### src/rtl/uart_step_controller.sv
// rtl/uart_step_controller.sv - UART step/debug controller between a byte UART and a single-step CPU core
//
// Ports:
//   clk, reset            single clock, asynchronous active-low reset
//   rx_data, rx_valid     received host byte and its one-cycle strobe
//   tx_data, tx_valid,    byte to the host; taken when tx_valid & tx_ready
//   tx_ready
//   pc                    current CPU program counter
//   cpu_reset, cpu_run    one-cycle CPU reset and single-step pulses
//   instr                 instruction register driven into the core
//   mem_we, mem_re,       CPU store/load request and its attributes,
//   mem_addr, mem_wdata,  sampled only while evaluating a fresh instruction
//   mem_wstrb, mem_size
//   mem_rdata             load data supplied by the host
//   state_dbg             current state encoding
//   err                   sticky receive-timeout flag
module uart_step_controller #(
    parameter int XLEN        = 32,
    parameter int ADDR_W      = 32,
    parameter int TIMEOUT_CYC = 1000000
) (
    input  logic              clk,
    input  logic              reset,
    input  logic [7:0]        rx_data,
    input  logic              rx_valid,
    output logic [7:0]        tx_data,
    output logic              tx_valid,
    input  logic              tx_ready,
    input  logic [XLEN-1:0]   pc,
    output logic              cpu_reset,
    output logic              cpu_run,
    output logic [31:0]       instr,
    input  logic              mem_we,
    input  logic              mem_re,
    input  logic [ADDR_W-1:0] mem_addr,
    input  logic [XLEN-1:0]   mem_wdata,
    input  logic [XLEN/8-1:0] mem_wstrb,
    input  logic [2:0]        mem_size,
    output logic [XLEN-1:0]   mem_rdata,
    output logic [3:0]        state_dbg,
    output logic              err
);

    localparam int DBYTES = XLEN / 8;
    localparam int ABYTES = ADDR_W / 8;

    typedef enum logic [3:0] {
        S_BOOT       = 4'd0,
        S_CMD        = 4'd1,
        S_SEND_ACK   = 4'd2,
        S_SEND_NAK   = 4'd3,
        S_SEND_PC    = 4'd4,
        S_RX_COUNT   = 4'd5,
        S_RX_INSTR   = 4'd6,
        S_EVAL       = 4'd7,
        S_SEND_TAG   = 4'd8,
        S_SEND_ADDR  = 4'd9,
        S_SEND_ATTR  = 4'd10,
        S_SEND_WDATA = 4'd11,
        S_RX_RDATA   = 4'd12,
        S_STEP       = 4'd13
    } state_t;

    state_t            state;
    logic [7:0]        cnt;        // shared byte counter for multi-byte fields
    logic [8:0]        remaining;  // steps left in the current burst (256 max)
    logic [ADDR_W-1:0] addr_sh;
    logic [XLEN-1:0]   data_sh;    // pc or store data, shifted out LSB-first
    logic [XLEN-9:0]   rx_sh;      // earlier bytes of the field being received
    logic [7:0]        attr;
    logic              is_store;
    logic [31:0]       idle;
    logic              timeout;

    assign state_dbg = state;
    assign timeout   = (TIMEOUT_CYC != 0) && (idle == 32'(TIMEOUT_CYC));

    always_ff @(posedge clk or negedge reset) begin
        if (!reset) begin
            state     <= S_BOOT;
            tx_data   <= 8'h00;
            tx_valid  <= 1'b0;
            cpu_reset <= 1'b0;
            cpu_run   <= 1'b0;
            instr     <= 32'h0;
            mem_rdata <= '0;
            err       <= 1'b0;
            cnt       <= 8'd0;
            remaining <= 9'd0;
            addr_sh   <= '0;
            data_sh   <= '0;
            rx_sh     <= '0;
            attr      <= 8'h00;
            is_store  <= 1'b0;
            idle      <= 32'd0;
        end else begin
            cpu_reset <= 1'b0;
            cpu_run   <= 1'b0;
            case (state)
                S_BOOT: begin
                    cpu_reset <= 1'b1;
                    instr     <= 32'h0;
                    mem_rdata <= '0;
                    err       <= 1'b0;
                    remaining <= 9'd0;
                    tx_valid  <= 1'b0;
                    state     <= S_SEND_ACK;
                end
                S_SEND_ACK, S_SEND_NAK: begin
                    // STEP preloads the ACK so it leaves one cycle after cpu_run
                    if (!tx_valid) begin
                        tx_valid <= 1'b1;
                        tx_data  <= (state == S_SEND_ACK) ? 8'h01 : 8'hEE;
                    end else if (tx_ready) begin
                        tx_valid <= 1'b0;
                        state    <= S_CMD;
                    end
                end
                S_CMD: begin
                    if (rx_valid) begin
                        cnt  <= 8'd0;
                        idle <= 32'd0;
                        case (rx_data)
                            8'h01: state <= S_BOOT;
                            8'h02: begin
                                data_sh <= pc;
                                state   <= S_SEND_PC;
                            end
                            8'h03: begin
                                remaining <= 9'd1;
                                state     <= S_RX_INSTR;
                            end
                            8'h04:   state <= S_RX_COUNT;
                            default: state <= S_SEND_NAK;
                        endcase
                    end
                end
                S_SEND_PC, S_SEND_WDATA: begin
                    if (!tx_valid) begin
                        tx_valid <= 1'b1;
                        tx_data  <= data_sh[7:0];
                    end else if (tx_ready) begin
                        if (cnt == 8'(DBYTES - 1)) begin
                            tx_valid <= 1'b0;
                            if (state == S_SEND_PC) begin
                                state <= S_SEND_ACK;
                            end else begin
                                cpu_run <= 1'b1;
                                state   <= S_STEP;
                            end
                        end else begin
                            // next byte goes out back-to-back with the accepted one
                            cnt     <= cnt + 8'd1;
                            tx_data <= data_sh[15:8];
                            data_sh <= data_sh >> 8;
                        end
                    end
                end
                S_RX_COUNT: begin
                    if (rx_valid) begin
                        remaining <= (rx_data == 8'd0) ? 9'd256 : {1'b0, rx_data};
                        idle      <= 32'd0;
                        cnt       <= 8'd0;
                        state     <= S_RX_INSTR;
                    end else if (timeout) begin
                        err   <= 1'b1;
                        state <= S_SEND_NAK;
                    end else begin
                        idle <= idle + 32'd1;
                    end
                end
                S_RX_INSTR: begin
                    if (rx_valid) begin
                        idle  <= 32'd0;
                        rx_sh <= {rx_data, rx_sh[XLEN-9:8]};
                        if (cnt == 8'd3) begin
                            instr <= {rx_data, rx_sh[XLEN-9:XLEN-32]};
                            state <= S_EVAL;
                        end else begin
                            cnt <= cnt + 8'd1;
                        end
                    end else if (timeout) begin
                        err   <= 1'b1;
                        state <= S_SEND_NAK;
                    end else begin
                        idle <= idle + 32'd1;
                    end
                end
                S_EVAL: begin
                    addr_sh <= mem_addr;
                    data_sh <= mem_wdata;
                    cnt     <= 8'd0;
                    if (mem_we) begin
                        is_store <= 1'b1;
                        attr     <= 8'(mem_wstrb);
                        state    <= S_SEND_TAG;
                    end else if (mem_re) begin
                        is_store <= 1'b0;
                        attr     <= {5'b0, mem_size};
                        state    <= S_SEND_TAG;
                    end else begin
                        cpu_run <= 1'b1;
                        state   <= S_STEP;
                    end
                end
                S_SEND_TAG: begin
                    if (!tx_valid) begin
                        tx_valid <= 1'b1;
                        tx_data  <= is_store ? 8'h30 : 8'h20;
                    end else if (tx_ready) begin
                        tx_valid <= 1'b0;
                        state    <= S_SEND_ADDR;
                    end
                end
                S_SEND_ADDR: begin
                    if (!tx_valid) begin
                        tx_valid <= 1'b1;
                        tx_data  <= addr_sh[7:0];
                    end else if (tx_ready) begin
                        if (cnt == 8'(ABYTES - 1)) begin
                            tx_valid <= 1'b0;
                            state    <= S_SEND_ATTR;
                        end else begin
                            cnt     <= cnt + 8'd1;
                            tx_data <= addr_sh[15:8];
                            addr_sh <= addr_sh >> 8;
                        end
                    end
                end
                S_SEND_ATTR: begin
                    if (!tx_valid) begin
                        tx_valid <= 1'b1;
                        tx_data  <= attr;
                    end else if (tx_ready) begin
                        tx_valid <= 1'b0;
                        cnt      <= 8'd0;
                        idle     <= 32'd0;
                        state    <= is_store ? S_SEND_WDATA : S_RX_RDATA;
                    end
                end
                S_RX_RDATA: begin
                    if (rx_valid) begin
                        idle  <= 32'd0;
                        rx_sh <= {rx_data, rx_sh[XLEN-9:8]};
                        if (cnt == 8'(DBYTES - 1)) begin
                            mem_rdata <= {rx_data, rx_sh};
                            cpu_run   <= 1'b1;
                            state     <= S_STEP;
                        end else begin
                            cnt <= cnt + 8'd1;
                        end
                    end else if (timeout) begin
                        err   <= 1'b1;
                        state <= S_SEND_NAK;
                    end else begin
                        idle <= idle + 32'd1;
                    end
                end
                S_STEP: begin
                    // cpu_run was raised on entry, so this is the step cycle
                    remaining <= remaining - 9'd1;
                    if (remaining == 9'd1) begin
                        tx_valid <= 1'b1;
                        tx_data  <= 8'h01;
                        state    <= S_SEND_ACK;
                    end else begin
                        cnt   <= 8'd0;
                        idle  <= 32'd0;
                        state <= S_RX_INSTR;
                    end
                end
                default: state <= S_BOOT;
            endcase
        end
    end

endmodule

### config.mk
export PLATFORM = sky130hd
export DESIGN_NAME = uart_step_controller
export DESIGN_NICKNAME = d
export VERILOG_FILES = /design/src/rtl/uart_step_controller.sv
export SDC_FILE = /design/constraint.sdc
export NUM_CORES = 1
export LEC_CHECK = 0
export ABC_AREA = 1
export CORE_MARGIN = 2
export CORE_UTILIZATION = 49
export CTS_CLUSTER_DIAMETER = 100
export CTS_CLUSTER_SIZE = 40
export DETAILED_ROUTE_END_ITERATION = 16
export GPL_TIMING_DRIVEN = 0
export PLACE_DENSITY_LB_ADDON = 0.3
export RECOVER_POWER = 25
export REMOVE_ABC_BUFFERS = 1
export SYNTH_ARGS = -nofsm -noshare
export SYNTH_HDL_FRONTEND = slang
export SYNTH_SLANG_ARGS = --single-unit
### constraint.sdc
create_clock -name clk -period 1.8 [get_ports clk]
set_input_delay 0.18 -clock clk [delete_from_list [all_inputs] [get_ports clk]]
set_output_delay 0.18 -clock clk [all_outputs]
set_load 0.01 [all_outputs]
# Word level (Yosys, flattened, before mapping)
# Index checks and enable logic that the tools add are counted.
# Widths: inputs -> output; s select.
word_totals:
  ram_bits: 0
  in_bits: 117
  regBits: 226
  rom_bits: 0
  memories: 0
  latch_bits: 0
op_classes:
  muxes: 98
  n_reduce_logical: 33
  mul: 0
  add_sub_neg: 3
  n_eq_ne: 60
  div: 0
  n_shift: 0
  magnitude_cmp: 0
  bitwise_logic: 0
op_table:
  columns: ["op", "count"]
  rows:
  - ["$mux 32", 16]
  - ["$pmux 32 s2", 3]
  - ["$mux 8", 21]
  - ["$pmux 32 s4", 1]
  - ["$pmux 32 s3", 1]
  - ["$pmux 8 s6", 2]
  - ["$mux 4", 20]
  - ["$ne 2x2->1 const B", 28]
  - ["$pmux 4 s12", 1]
  - ["$mux 9", 4]
  - ["$pmux 9 s4", 1]
  - ["$add 32x1->32 const B", 1]
  - ["$eq 32x20->1 const B", 1]
  - ["$eq 4x4->1 const B", 6]
  - ["$eq 8x2->1 const B", 3]
  - ["$ne 3x3->1 const B", 7]
  - ["$mux 1", 19]
  - ["$eq 4x3->1 const B", 4]
  - ["$reduce_and 15->1", 1]
  - ["$mux 3", 4]
  - ["$pmux 3 s4", 1]
  - ["$reduce_and 6->1", 2]
  - ["$reduce_bool 4->1", 3]
  - ["$reduce_bool 6->1", 2]
  - ["24 further kinds", 42]

# Longest topological paths before layout
# Gate-level depths: netlist (run 1).
logic_depth:
  depth_word: 6
  mapped_depth: 13
  ltp_nobuf: 12

# Worst setup path before layout (run 1)
# No wires, ideal clock.
synth_path:
  kind: "register -> register"
  startpoint: "reg state[1], in the netlist state_dbg[1]"
  endpoint: "reg idle[26]"
  t_arrival_ns: 1.685
  setup_time_ns: 0.122
  path_slack_ns: -0.007
  path_buffers: 2
  stages_incl_launch_ff: 11
  path_cell_list: "dfrtp_1 buf_4 inv_2 nand2_1 nor2_2 nor2_1 nand3_1 nand2_1 nor2_4 buf_2 o21ai_1"
synth_via:
  elab_chain_cells: 4
  elab_cells_between_ends: 15
  classes_between: "eq/ne (11); mux (1); reduce/logical (3)"
synth_lines:
  columns: ["item", "line_no", "rtl"]
  rows:
  - ["start, declared", "64", "state_t state;"]
  - ["start signal, assigned", "238", "state <= is_store ? S_SEND_WDATA : S_RX_RDATA;"]
  - ["$eq 4x4->1 / $eq 4x3->1 (equally long branches)", "99", "case (state)"]
  - ["$reduce_or 3->1 (no line)", null, null]
  - ["$ne 3x3->1 (no line) / $reduce_bool 4->1 (equally long branches)", null, null]
  - ["$reduce_and 6->1 (no line)", null, null]
  - ["end signal, assigned", "169", "idle <= idle + 32'd1;"]
  - ["end signal, assigned", "186", "idle <= idle + 32'd1;"]
  - ["end signal, assigned", "256", "idle <= idle + 32'd1;"]
  - ["end, declared", "72", "logic [31:0] idle;"]
# Parallel ways exist; a longest one is shown, timed or not.
# A chain may end at the register's enable or synchronous reset.

# Worst setup path after layout (run 1)
layout_path:
  startpoint: "reg state[2], in the netlist state_dbg[2]"
  endpoint: "reg instr[17]"
layout_via:
  elab_chain_cells: 3
  elab_cells_between_ends: 7
  classes_between: "eq/ne (3); mux (1); reduce/logical (3)"
layout_lines:
  columns: ["item", "line_no", "rtl"]
  rows:
  - ["$eq 4x3->1 / $logic_not 4->1 (equally long branches)", "99", null]
  - ["$ne 2x2->1 (no line) / $reduce_bool 2->1 (equally long branches)", null, null]
  - ["$reduce_and 3->1 (no line)", null, null]
  - ["end signal, assigned", "177", "instr <= {rx_data, rx_sh[XLEN-9:XLEN-32]};"]
  - ["end, declared", "32", "output logic [31:0] instr,"]
# Parallel ways exist; a longest one is shown, timed or not.

==> impl_metrics.ini, run 1 <==
[job]
max_cap_violations = 0

[pwr]
sequentialPowerShare_pct = 30.7
power.total_mw = 21.8
p_leak_nw = 7.84
switching_share_pct = 44.7
power_density_nw_per_um2 = 1260
p_comb_share_pct = 55.6
power.internal_mw = 12.0
p_switching_mw = 9.73
ir_drop_mv = 0.926
pwr-share-clk_pct = 13.7

[timing]
max_slew_margin_pct = 26.7
fin_ws_ps = -204
finalSetupViolCount = 176
min_period_ps = 2000
clock_skew_ps = 49.7
rsz0062_at_grt = true
clock.fmax_mhz = 499
finalCritPeriodShare_pct = 111
slew_viol_final = 0
hold_violations = 0
worst_slew_pin_slew_ps = 1100

[setup_path]
crit_required_ps = 2210
ff2ff_setup_slack_ps = -200
cp-start-kind = register
crit_path_end_kind = register
critPathKind = reg2reg
cp_max_fo = 14
crit_arrival_ps = 2410

[detailed_routing]
wire_per_inst_microns = 19.1
wl_mm = 43.0
drt_iter0_drc = 1428
drc = 0
via_per_inst = 5.77
antenna_left = 0
via_count = 13000
firstDrtPassIters = 6

[hold_path]
hold_class = in2reg

[synthesis]
synth.area.top_cells = dfrtp_1 (47%), nand2_1 (22%), nor2_1 (4.8%)
synth_commonest_cells = nand2_1 (693), dfrtp_1 (222), nor2_1 (151)
synthDistinctLibCells = 37
synthesis.area_sq_um = 11800
yosysMostFrequentCell = nand2_1
syn_inst = 1642
yosys.area.top_type = dfrtp_1
yosys_warnings = 0
yosys.area.top_type_share_pct = 46.9
ys_ff_latch = 222
ys.flop_type = dfrtp_1
synth_edf_count = 0
syn_avg_cell_area_sq_um = 7.21
async_flop_share_pct = 100
synth_seq_area_share_pct = 46.9

[global_route]
grt_use_total_pct = 29.0
grt_pass1_wl_mm = 60.3
grt_pass1_vias = 11600
antenna_found_initial = 0
overflow = 0
grt_max_degree = 120

[finish]
final_nets = 2054
postLayoutCellArea_sq_um = 17200
drive_gt1_share_pct = 20.8
areaGrowthSynthToFinish_pct = 45.6
insertedDiodeCount = 0

[floorplanning]
die_h_microns = 159
core_sq_um = 23600
die_w_microns = 159
start_util_pct = 50.1
die_area_sq_um = 25400
std_cell_rows = 56
ios = 197

[place]
io_buffer_count = 196
globalplace.congestion = 0.904
dp_hpwl_mm = 22.7
placed_area_sq_um = 14100

[outcome]
status = finished with violations
violations = negative setup slack

[clock_network]
cts-buffers-inserted = 11
clock-sinks = 222
path_clk_slew_ps = 150
clock_latency_ps = 510
cts_tree = built
cts_root_buffer = clkbuf_16
cts-htree-levels = 1
cts_buffer_depth = 3
layer usage:
metal | GRT usage [%] | vias to the layer above | routed length, microns
met5 | 0 | - | 0
met4 | 10.4 | 0 | 2600
met3 | 4.01 | 199 | 3450
met2 | 48.3 | 738 | 20300
met1 | 39.1 | 6174 | 16600
li1 | - | 5900 | -
cells by family after synthesis:
| group | Yosys count | synth area share [%] |
|---|---|---|
| AO/OA/AOI/OAI | 231 | 11.5 |
| XOR/XNOR | 6 | 0.444 |
| flip-flops | 222 | 46.9 |
| adder cells (fa/ha/maj) | 5 | 0.529 |
| buffers and inverters | 186 | 6.48 |
| AND/OR/NAND/NOR | 991 | 34.0 |
| multiplexers | 1 | 0.0951 |
power groups by stage:
| stage | clock [mW] | combinational, mW | sequential (mW) |
|---|---|---|---|
| floorplan | 0 | 3.99 | 6.59 |
| global placement | 0 | 5.93 | 6.67 |
| detailed placement | 0 | 6.35 | 6.69 |
| CTS | 2.98 | 9.45 | 6.58 |
| global route | 3.14 | 12.8 | 6.78 |
| finish | 2.99 | 12.1 | 6.69 |
placed cells by master (no fill, tap or decap), drive strengths merged, types with 4 or more instances in the layout:
cell,instances
nor3,8
ha,5
nand3,82
dfrtp,222
clkdlybuf4s50,190
a21oi,23
dlygate4sd2,5
o21bai,4
o22ai,4
clkbuf,14
nand4,33
inv,126
nor2,169
buf,127
o31ai,48
a22oi,10
a31oi,16
nand2,707
xor2,5
o21ai,118
flip-flops by register name (all words and copies together), names as in the netlist:
signal     flops
attr           4
state_dbg      4
cpu_run        1
is_store       1
mem_rdata     32
instr         32
cpu_reset      1
data_sh       32
cnt            8
rx_sh         24
idle          32
tx_valid       1
addr_sh       32
err            1
remaining      9
tx_data        8
worst paths after layout:
| check | start | to | cells past startpoint |
|---|---|---|---|
| worst max register to register | state_dbg[2]$_DFFE_PN0P_ | instr[17]$_DFFE_PN0P_ | 6 |
| worst max-delay path | state_dbg[2]$_DFFE_PN0P_ | instr[17]$_DFFE_PN0P_ | 6 |
| max in group asynchronous | reset | idle[0]$_DFFE_PN0P_ | 3 |
| worst min register to register | data_sh[27]$_DFFE_PN0P_ | data_sh[27]$_DFFE_PN0P_ | 2 |
| min in group asynchronous | reset | instr[14]$_DFFE_PN0P_ | 2 |
| worst min-delay path | mem_addr[31] | addr_sh[31]$_DFFE_PN0P_ | 3 |
cell type report:
| type | instances | area (sq um) |
|---|---|---|
| Clock inverter | 5 | 57.6 |
| Fill cell | 1681 | 6380 |
| Clock buffer | 11 | 275 |
| Timing Repair inverter | 2 | 15.0 |
| Timing Repair Buffer | 326 | 3470 |
| Sequential cell | 222 | 5570 |
| Inverter | 122 | 526 |
| Tap cell | 319 | 399 |
| Multi-Input combinational cell | 1247 | 6930 |
critical path: stages, from the launching register on:
cell and delay (ps):
dfrtp_2 490, inv_4 100, nor2_4 190, buf_4 220, buf_4 160, nand2_2 340, o31ai_1 430
stage by stage:
step	hold slack (ps)	utilization, %	setup TNS [ps]	setup slack [ps]	instances
5_1_grt	265	73.0	-22390	-229	2254
2_1_floorplan	-116	-	-169730	-1670	1578
3_3_place_gp	450	58.8	-2351550	-8860	2093
4_1_cts	240	67.7	-2140	-96.3	2218
3_5_place_dp	335	59.7	-197340	-1260	2101
6_report	254	73.0	-15190	-204	2254
what timing repair did:
action                                  CTS  global route
hold buffers                              1             0
resized for setup                       175           225
endpoints found under the hold margin   118             0
endpoints found under the setup margin  224           190
gates cloned                             19             7
buffers inserted                         81            37
pin swaps                                42            52
Power figures use the tool's default switching activity.
==> run 2, diff against run 1 <==
CELL_PAD_IN_SITES_DETAIL_PLACEMENT = 0   (was default)
CELL_PAD_IN_SITES_GLOBAL_PLACEMENT = 1   (was default)
CORE_ASPECT_RATIO = 1.75   (was default)
CORE_UTILIZATION = 35   (was 49)
==> run 2 against run 1 <==
Against the previous run:
- the run still ends with negative setup slack left
- clock skew is 24 ps lower
- via count shrank 4.3%
- maximum frequency about the same
- setup slack worse by 0.87 ps
- final area grew 7.3%
- count of clock-buffer cells in the layout down 1
- sequential power shrank 0.6%
- critical path type unchanged
- largest cell class unchanged
==> impl_metrics.ini, run 2 (synthesis gave the netlist of run 1 again) <==
[outcome]
status = finished with violations
violations = negative setup slack

[setup_path]
crit_top_cell = nor2_4
cpLargestDelayFamily = simple AND/OR/NAND/NOR gates
critPathKind = reg2reg
slowest_stage = dfrtp_2
max_stage_delay_ps = 510
cp-start-kind = register
crit_required_ps = 2200
ff2ff_setup_slack_ps = -200
cp_max_fo = 5
crit_path_end_kind = register
worstPathCellList = buf_4 > buf_4 > nand2_4 > nor2_4 > nand2_1 > nand2_1 > nor2_4 > nand2_4 > nor2_4 > clkbuf_16 > o21ai_2
worst-path-buf-inv = 3
crit_arrival_ps = 2410

[timing]
worst_slew_pin_slew_ps = 1020
max_slew_margin_pct = 32.1
fin_ws_ps = -205
holdWs_ps = 221
min_period_ps = 2000
finalSetupViolCount = 182
clock.fmax_mhz = 499
slew_viol_final = 0
hold_violations = 0
clock_skew_ps = 26.1
finalCritPeriodShare_pct = 111
rsz0062_at_grt = true

[clock_network]
cts_tree = built
clock-sinks = 222
path_clk_slew_ps = 150
cts_root_buffer = clkbuf_16
cts-htree-levels = 1
cts_buffer_depth = 3
cts-buffers-inserted = 9
clock_latency_ps = 500

[finish]
layout_commonest_cell = nand2_1
areaGrowthSynthToFinish_pct = 56.3
mostFrequentLayoutCells = nand2_1 (574), dfrtp_1 (215), clkdlybuf4s50_1 (190)
final_core_util_pct = 55.2
drive_gt1_share_pct = 26.2
num-fill-cells = 3062
final_nets = 2098
regArea_sq_um = 5570
multi_input_area_sq_um = 7380
insertedDiodeCount = 0

[pwr]
p_leak_nw = 8.29
power_density_nw_per_um2 = 1240
ir_drop_mv = 0.979

[job]
max_cap_violations = 0

[detailed_routing]
firstDrtPassIters = 5
wire_per_inst_microns = 18.7
via_count = 12500
wl_mm = 45.4
drt_iter0_drc = 668
via_per_inst = 5.12
antenna_left = 0
drc = 0

[floorplanning]
ios = 197
die_h_microns = 247
start_util_pct = 35.3
die_area_sq_um = 35400
die_w_microns = 143
core_sq_um = 33500
std_cell_rows = 89

[global_route]
overflow = 0
grt_max_degree = 89
grt_use_total_pct = 23.8
antenna_found_initial = 0
grt_pass1_wl_mm = 65.9
grt_pass1_vias = 12000

[place]
dp_hpwl_mm = 25.2
globalplace.congestion = 0.872
io_buffer_count = 196

[hold_path]
hold_class = in2reg
-- run 2: worst paths after layout --
path,startpoint,cells past startpoint,to
max,state_dbg[1]$_DFFE_PN0P_,11,idle[11]$_DFFE_PN0P_
min,mem_addr[31],3,addr_sh[31]$_DFFE_PN0P_
max reg2reg,state_dbg[1]$_DFFE_PN0P_,11,idle[11]$_DFFE_PN0P_
min reg2reg,tx_data[1]$_DFFE_PN0P_,2,tx_data[1]$_DFFE_PN0P_
max in group asynchronous,reset,3,state_dbg[0]$_DFFE_PN0P_
min in group asynchronous,reset,2,idle[31]$_DFFE_PN0P_
-- run 2: what timing repair did --
item / in CTS / in global routing
endpoints found under the setup margin: 225 / 208
setup buffers: 105 / 39
cloned: 26 / 19
gates resized for setup: 264 / 284
pin swaps: 50 / 49
hold buffers: 1 / 0
hold endpoints to repair: 60 / 0
-- run 2: worst reg2reg max path, delay by kind of cell (launching register included) --
family / cells / cell delay (ps)
AOI/OAI and AO/OA: 1 / 50
buffers and inverters: 3 / 510
DFF: 1 / 510
and+or+nand+nor: 7 / 850
-- run 2: through the flow --
step | setup TNS, ps | instance area [sq um] | instances | worst slack (ps) | power, mW
2_1_floorplan | -169730 | 11500 | 1578 | -1670 | 10.6
3_3_place_gp | -2511940 | 14100 | 2229 | -9450 | 12.9
3_5_place_dp | -219860 | 14300 | 2237 | -1480 | 13.3
4_1_cts | -6470 | 16900 | 2381 | -117 | 20.2
5_1_grt | -37250 | 18500 | 2432 | -237 | 24.2
6_report | -22100 | 18500 | 2432 | -205 | 23.0
-- run 2: layout make-up --
| class | count | area share (%) |
|---|---|---|
| Clock buffer | 10 | 1.29 |
| Clock inverter | 2 | 0.108 |
| Inverter | 122 | 2.90 |
| Multi-Input combinational cell | 1250 | 39.9 |
| Sequential cell | 222 | 30.1 |
| Tap cell | 455 | 3.08 |
| Timing Repair Buffer | 369 | 22.5 |
| Timing Repair inverter | 2 | 0.0947 |
-- run 2: power by group --
part           switching (mW)  internal [mW]  total [mW]
clock network            1.66          0.986        2.64
logic                    7.79           5.89        13.7
registers               0.695           5.95        6.65
-- run 2: routing by layer --
| metal | vias up | routed length, microns | GRT usage (%) |
|---|---|---|---|
| met4 | 0 | 2360 | 11.6 |
| li1 | 5988 | - | - |
| met1 | 5938 | 16800 | 27.2 |
| met2 | 398 | 24200 | 43.3 |
| met5 | - | 0 | 0 |
| met3 | 129 | 2120 | 2.90 |
